$ cat config.mk
export PLATFORM = sky130hd
export DESIGN_NAME = mix_col_sched
export DESIGN_NICKNAME = d
export VERILOG_FILES = /design/src/rtl/mix_col_sched_pkg.sv /design/src/rtl/GF_2_8_multiplier.sv /design/src/rtl/mix_col_sched.sv
export SDC_FILE = /design/constraint.sdc
export NUM_CORES = 1
export LEC_CHECK = 0
export BUFFER_PORTS_ARGS = -buffer_cell sky130_fd_sc_hd__buf_2
export CORE_AREA = 5 5 185 187
export DETAILED_ROUTE_END_ITERATION = 12
export DIE_AREA = 0 0 190 192
export GPL_ROUTABILITY_DRIVEN = 0
export HOLD_SLACK_MARGIN = 0.03
export PLACE_DENSITY = 0.69
export SYNTH_ARGS = -nofsm -noshare
export SYNTH_HDL_FRONTEND = slang
export SYNTH_SLANG_ARGS = --single-unit
$ cat constraint.sdc
create_clock -name clk -period 6.4 [get_ports clk]
set_input_delay 1.6 -clock clk [delete_from_list [all_inputs] [get_ports clk]]
set_output_delay 1.6 -clock clk [all_outputs]
set_load 0.005 [all_outputs]
$ cat src/rtl/mix_col_sched_pkg.sv
// Shared definitions for the MixColumns scheduler: FSM encoding, state
// geometry and the GF(2^8) doubling helper used by the column mixer.
package mix_col_sched_pkg;

  localparam int NUM_COLS = 4;
  localparam int COL_W    = 32;
  localparam int STATE_W  = 128;
  localparam int CIDX_W   = 2;

  typedef enum logic [1:0] {
    S_IDLE = 2'd0,
    S_MIX  = 2'd1,
    S_DONE = 2'd2
  } sched_state_t;

  // Multiply a byte by x (0x02) in GF(2^8) modulo x^8 + x^4 + x^3 + x + 1.
  function automatic logic [7:0] xtime(input logic [7:0] b);
    return {b[6:0], 1'b0} ^ (b[7] ? 8'h1b : 8'h00);
  endfunction

endpackage

$ cat src/rtl/GF_2_8_multiplier.sv
// Single-column AES MixColumns: four bytes in, four mixed bytes out.
// Byte 0 of the column occupies the most significant byte.
module GF_2_8_multiplier
  import mix_col_sched_pkg::*;
(
  input  logic [31:0] i_col,
  output logic [31:0] o_col
);

  logic [7:0] w_b0, w_b1, w_b2, w_b3;
  logic [7:0] w_x0, w_x1, w_x2, w_x3;

  assign w_b0 = i_col[31:24];
  assign w_b1 = i_col[23:16];
  assign w_b2 = i_col[15:8];
  assign w_b3 = i_col[7:0];

  assign w_x0 = xtime(w_b0);
  assign w_x1 = xtime(w_b1);
  assign w_x2 = xtime(w_b2);
  assign w_x3 = xtime(w_b3);

  // Each output byte is {2,3,1,1} rotated; 3*b is expressed as xtime(b) ^ b.
  always_comb begin
    o_col[31:24] = w_x0 ^ (w_x1 ^ w_b1) ^ w_b2 ^ w_b3;
    o_col[23:16] = w_b0 ^ w_x1 ^ (w_x2 ^ w_b2) ^ w_b3;
    o_col[15:8]  = w_b0 ^ w_b1 ^ w_x2 ^ (w_x3 ^ w_b3);
    o_col[7:0]   = (w_x0 ^ w_b0) ^ w_b1 ^ w_b2 ^ w_x3;
  end

endmodule

$ cat src/rtl/mix_col_sched.sv
// MixColumns scheduler: accepts one 128-bit AES state, runs it through a
// single shared column mixer one column per cycle, then holds the result
// until downstream takes it. Final-round blocks may bypass the mixing.
module mix_col_sched
  import mix_col_sched_pkg::*;
#(
  parameter bit BYPASS_EN = 1'b1
) (
  input  logic           clk,
  input  logic           rst_n,
  input  logic           in_valid,
  output logic           in_ready,
  input  logic [0:127]   in_data,
  input  logic           bypass,
  output logic           out_valid,
  input  logic           out_ready,
  output logic [0:127]   out_data,
  output logic           busy
);

  sched_state_t        r_state;
  sched_state_t        w_next_state;
  logic [CIDX_W-1:0]   r_col_idx;
  logic [0:STATE_W-1]  r_in_data;
  logic [0:STATE_W-1]  r_out_data;
  logic [COL_W-1:0]    w_col_in;
  logic [COL_W-1:0]    w_col_mixed;
  logic [6:0]          w_col_base;
  logic                w_bypass;
  logic                w_in_ready;
  logic                w_out_valid;
  logic                w_busy;

  assign w_bypass   = BYPASS_EN && bypass;
  assign w_col_base = {r_col_idx, 5'b0_0000};

  // 4:1 column mux feeding the shared mixer.
  assign w_col_in = r_in_data[w_col_base +: COL_W];

  GF_2_8_multiplier u_gf_2_8_multiplier (
    .i_col (w_col_in),
    .o_col (w_col_mixed)
  );

  // State register.
  // NOTE: sequential state uses non-blocking assignments so every flop
  // samples pre-edge values regardless of statement order.
  always_ff @(posedge clk or negedge rst_n) begin
    if (!rst_n) r_state <= S_IDLE;
    else        r_state <= w_next_state;
  end

  // Next-state and handshake outputs.
  // NOTE: every output gets a default before the case so no path leaves a
  // signal unassigned, which would otherwise infer a latch.
  always_comb begin
    w_next_state = r_state;
    w_in_ready   = 1'b0;
    w_out_valid  = 1'b0;
    w_busy       = 1'b1;
    unique case (r_state)
      S_IDLE: begin
        w_in_ready = 1'b1;
        w_busy     = 1'b0;
        if (in_valid) w_next_state = w_bypass ? S_DONE : S_MIX;
      end
      S_MIX: begin
        if (r_col_idx == CIDX_W'(NUM_COLS - 1)) w_next_state = S_DONE;
      end
      S_DONE: begin
        w_out_valid = 1'b1;
        if (out_ready) w_next_state = S_IDLE;
      end
      default: w_next_state = S_IDLE;
    endcase
  end

  // Datapath: capture on accept, write one mixed column per MIX cycle.
  // NOTE: the 128-bit registers are ordinary flops, not a memory array, so
  // they take the async reset and a reset never exposes stale data.
  always_ff @(posedge clk or negedge rst_n) begin
    if (!rst_n) begin
      r_in_data  <= '0;
      r_out_data <= '0;
      r_col_idx  <= '0;
    end else begin
      unique case (r_state)
        S_IDLE: begin
          if (in_valid) begin
            if (w_bypass) r_out_data <= in_data;
            else          r_in_data  <= in_data;
            r_col_idx <= '0;
          end
        end
        S_MIX: begin
          r_out_data[w_col_base +: COL_W] <= w_col_mixed;
          r_col_idx                       <= r_col_idx + CIDX_W'(1);
        end
        default: ;
      endcase
    end
  end

  assign in_ready  = w_in_ready;
  assign out_valid = w_out_valid;
  assign busy      = w_busy;
  assign out_data  = r_out_data;

endmodule
### Word level (Yosys, flattened, before mapping)

Index checks and enable logic that the tools add are counted.

* register bits: 260
* input port bits: 133
* output and inout port bits: 131
* word-level logic and storage cells: 62

* add/subtract/negate cells: 2
* equal/unequal tests: 7
* shifts and indexed selects: 3
* muxes and demuxes: 18
* bitwise logic cells: 22
* reductions and logical operators: 6

Operators with widths (number)
* 2-to-1 mux 128 bit: 2
* one-hot mux 128 bit (2 select lines): 1
* bitwise XOR 8 bit: 20
* variable shift 129 x 9 -> 128 bit, first input constant: 1
* indexed part select 128 x 8 -> 129 bit: 1
* indexed part select 129 x 9 -> 128 bit: 1
* bitwise mux 128 bit: 1
* 2-to-1 mux 5 bit: 4
* 2-to-1 mux 2 bit: 5
* negation 8 -> 9 bit: 1
* AND reduction 3 bit: 3
* inequality test 2 bit, second input constant: 4
* inverter 7 -> 8 bit: 1
* one-hot mux 2 bit (3 select lines): 1
* equality test 2 bit, second input constant: 2
* one-hot mux 2 bit (2 select lines): 1
* 2-to-1 mux 1 bit: 3
* adder 2 x 1 -> 2 bit, second input constant: 1
* equality test 2 x 1 -> 1 bit, second input constant: 1
* zero test 2 bit: 1
* AND reduction 2 bit: 1
* nonzero test 2 bit: 1
* inverter 1 bit: 1

### Depth between registers and ports, before layout

* depth after elaboration: 11
* mapped depth: 10
* depth with buffers taken out: 6

### Cells and area by module

From an unflattened synthesis, not the netlist that was laid out.

* cells, all modules: 870
* area total of the unflattened synthesis: 13357.8 um^2

By module, submodules not included
* mix_col_sched: times used 1, cells an instance 790, area an instance 12035.3 um^2, sequential area each 6506.2 um^2
* GF_2_8_multiplier: times used 1, cells an instance 80, area an instance 1322.5 um^2, sequential area each 0.0 um^2

### Worst setup path after synthesis

Ideal clock, no wire load.

* path type: input-to-reg
* start: input port bypass
* end: register r_in_data[67] (netlist name)
* setup time: 0.125 ns
* arrival time: 2.814 ns
* required time: 6.275 ns
* slack: 3.462 ns
* stages: 4
* cells stage by stage: nor3b_1 > clkbuf_1 > buf_2 > mux2_2

* longest elaborated chain between the ends: 2

RTL lines
* start: declaration: RTL line mix_col_sched.sv:14 `input logic bypass,`
* inverter 1 bit (no source line)
* AND reduction 3 bit (no source line)
* end signal: assignment: RTL line mix_col_sched.sv:91 `else r_in_data <= in_data;`
* end: declaration: RTL line mix_col_sched.sv:24 `logic [0:STATE_W-1] r_in_data;`

Every way passes these cells.
A chain may end at the register's enable or synchronous reset.

### Worst setup path after layout

* start: register r_col_idx[0]
* end: register r_out_data (netlist bit out_data[39])

* longest elaborated chain between the ends: 11
* elaborated cells between the ends (all ways): 31
* classes of those cells: add/sub: 1; shift: 3; mux: 6; bitwise: 21

RTL lines
* start: declaration: RTL line mix_col_sched.sv:23 `logic [CIDX_W-1:0] r_col_idx;`
* start signal: assignment: RTL line mix_col_sched.sv:97 `r_col_idx <= r_col_idx + CIDX_W'(1);`
* inverter 7 -> 8 bit (implied by the code) (*): RTL line mix_col_sched.sv:38, mix_col_sched.sv:96
* indexed part select 128 x 8 -> 129 bit: RTL line mix_col_sched.sv:38 `assign w_col_in = r_in_data[w_col_base +: COL_W];`
* 2-to-1 mux 5 bit: RTL line mix_col_sched_pkg.sv:18 `return {b[6:0], 1'b0} ^ (b[7] ? 8'h1b : 8'h00);`
* bitwise XOR 8 bit: RTL line mix_col_sched_pkg.sv:18
* bitwise XOR 8 bit, on equally long branches (4 in a row): RTL line GF_2_8_multiplier.sv:28, GF_2_8_multiplier.sv:25
* indexed part select 129 x 9 -> 128 bit: RTL line mix_col_sched.sv:96 `r_out_data[w_col_base +: COL_W] <= w_col_mixed;`
* bitwise mux 128 bit (*): RTL line mix_col_sched.sv:96
* one-hot mux 128 bit (2 select lines) (*): RTL line mix_col_sched.sv:87 `unique case (r_state)`
* end signal: assignment: RTL line mix_col_sched.sv:90 `if (w_bypass) r_out_data <= in_data;`
* end signal: indexed assignment: RTL line mix_col_sched.sv:96
* end: declaration: RTL line mix_col_sched.sv:25 `logic [0:STATE_W-1] r_out_data;`

Every way passes the cells marked *; elsewhere a longest branch is shown, timed or not.

==> impl_metrics.csv <==
group,metric,value,unit
status,status,"completed",
place,dp_hpwl,27.2,mm
worst_setup_path,startpoint_type,"register",
logic_synthesis,synthTopCellsByCount,"dfrtp_1 (260), nand2_1 (260), mux2_2 (128)",
final_layout,fill_cells,2919,
logic_synthesis,synth.net_count,1130,
cts,cts_buffers,28,
final_layout,regArea,0.00651,mm2
worst_setup_path,critPathKind,"reg -> reg",
sta,worstMarginPinSlew,1080,ps
route,drt_iter0_markers,632,
cts,ctsResizeCount,0,
sta,slew_headroom,28.0,%
min_path,worstHoldPathType,"reg -> reg",
sta,setup-tns-final,0,ps
logic_synthesis,yosys-top-cells-area,"dfrtp_1 (51%), mux2_2 (11%), o221ai_1 (8.5%)",
final_layout,syn_to_final_growth,20.9,%
cts,clk_latency,540,ps
logic_synthesis,yosys_most_used_dff,"dfrtp_1",
worst_setup_path,worst_ep_arrival_time,3690,ps
floorplanning,start_util,39.4,%
logic_synthesis,synthCells,993,
logic_synthesis,yosys.area.top_type,"dfrtp_1",
route,routed_via_density,5.58,
sta,post-route-period-util,51.7,%
sta,slew_violations,0,
min_path,worstHoldStart,"out_data[41]$_DFFE_PN0P_",
logic_synthesis,synth_seq_cells,260,
route,ant_nets,0,
route,drtPass1Iterations,5,
cts,cts_setup_buffers,0,
sta,skew,19.3,ps
worst_setup_path,r2r_start,"r_col_idx[0]$_DFFE_PN0P_",
cts,cts_hold_buffers,0,
route,vias,9378,
sta,clock.fmax,302,MHz
route,drc,0,
grt,antenna_found_initial,3,
cts,clock_sinks,260,
grt,grt_pass1_vias,9657,
job,cap_violations,0,
grt,grt_util_all_layers,20.5,%
logic_synthesis,synth_edf_count,0,
floorplanning,core_area,0.0323,mm2
sta,setup_violations,0,
final_layout,antennaDiodeCount,0,
sta,hold_viol,0,
final_layout,num-nets-final,1353,
route,avgRoutedWirePerCell,22.7,um
grt,grt.overflow.total,0,
cts,cts_tree,"built",
cts,cts.htree.levels,1,
grt,grt_start_max_net_pins,148,
grt,grt_pass1_wl,58.0,mm
logic_synthesis,netlist.area_leader.share,51.1,%
cts,cts_buffer_depth,3,
worst_setup_path,crit_start,"r_col_idx[0]$_DFFE_PN0P_",
logic_synthesis,syn_area,0.0127,mm2
logic_synthesis,async_flop_share,100,%
worst_setup_path,critPathRequiredTime,6780,ps
cts,cts_root_buffer,"clkbuf_16",
cts,clk_pin_slew,60,ps
floorplanning,std_cell_rows,66,
logic_synthesis,synth.distinct_cells,34,
floorplanning,fp.dieArea,0.0365,mm2
logic_synthesis,syn-mean-instance-area,12.8,um2
worst_setup_path,end_kind,"register",
final_layout,multi_input_area,0.00588,mm2
sta,layout_min_cycle_time,3310,ps
logic_synthesis,yosysSeqAreaShare,51.1,%
floorplanning,fp.dieW,190,um
floorplanning,fp.dieH,192,um
worst_setup_path,cp_max_fo,23,
logic_synthesis,yosys_warnings,0,
route,drt-total-wl,38.2,mm
floorplanning,ios,264,
place,io_buffers,263,
sta,rsz0062_at_grt,"false",
final_layout,layout-drive-gt1-share,40.8,%
==> cell families after synthesis <==
kind of cell | synth area share (%)
and+or+nand+nor | 8.16
DFF | 51.1
muxes | 17.0
AOI/OAI and AO/OA | 9.52
buffers and inverters | 3.01
xor gates and xnor gates | 10.8
adders and majority gates | 0.393
==> critical path, stage by stage (launching register included) <==
cell and delay (ps):
dfrtp_2 710, buf_4 490, mux4_2 640, xor2_1 330, xor2_1 700, o221ai_1 240
==> registers in the layout, indices dropped and copies added (netlist names) <==
name / flops
out_data: 128
r_col_idx: 2
r_in_data: 128
r_state: 2
==> through the flow <==
step	worst slack (ps)	hold WS, ps	utilization, %	std cells	instance area, um2
final	3090	486	47.7	1680	15400
after global routing	2820	513	47.7	1680	15400
after CTS	2990	487	47.7	1680	15400
after detailed placement	2960	468	44.6	1628	14400
after global placement	3050	466	44.6	1628	14400
after floorplan	3460	472	-	993	12700
==> cells in the final DEF, fill, tap and decap left out, types with 2 or more instances in the layout <==
master,count
clkbuf_8,5
nand4_1,2
buf_4,9
inv_1,4
nor2_1,2
mux4_1,2
a21o_2,4
xnor2_4,3
xnor2_1,10
nand3_2,2
xnor2_2,7
dfrtp_1,258
o21bai_1,2
nand2_1,260
dfrtp_2,2
clkbuf_1,5
clkbuf_16,29
o221ai_1,124
mux2_2,128
ha_1,4
xor3_1,12
o221ai_2,4
bufinv_16,5
xor2_1,13
xnor3_1,29
mux4_2,30
buf_2,262
clkinv_2,6
buf_12,2
==> metal layers <==
metal	global-route usage [%]	vias up	wire length, um	share of wire [%]
met5	0	-	41	0.11
met2	32.9	408	17900	47
met1	28.7	4807	16700	44
li1	-	4091	-	-
met4	4.76	6	692	1.8
met3	4.36	66	2910	7.6
==> cell type report <==
type,count,area share (%)
clock inverters,13,1.28
flip-flops and latches,260,42.3
inverters,4,0.0975
repair buffers,274,9.31
well taps,442,3.59
clock buffers,39,5.28
multi-input cells,648,38.2
==> final timing paths <==
kind / end / slack [ps] / cells after the start
setup / recovery: out_data[39]$_DFFE_PN0P_ / 3090 / 5
hold / removal: out_data[41]$_DFFE_PN0P_ / 490 / 2
setup reg to reg: out_data[39]$_DFFE_PN0P_ / 3090 / 5
hold reg to reg: out_data[41]$_DFFE_PN0P_ / 490 / 2
max in group asynchronous: out_data[16]$_DFFE_PN0P_ / 4200 / 2
min in group asynchronous: out_data[96]$_DFFE_PN0P_ / 930 / 1
Power is left out: the tool's default activity adds up to more than one toggle a clock period on the data nets, which glitch-free logic cannot reach.
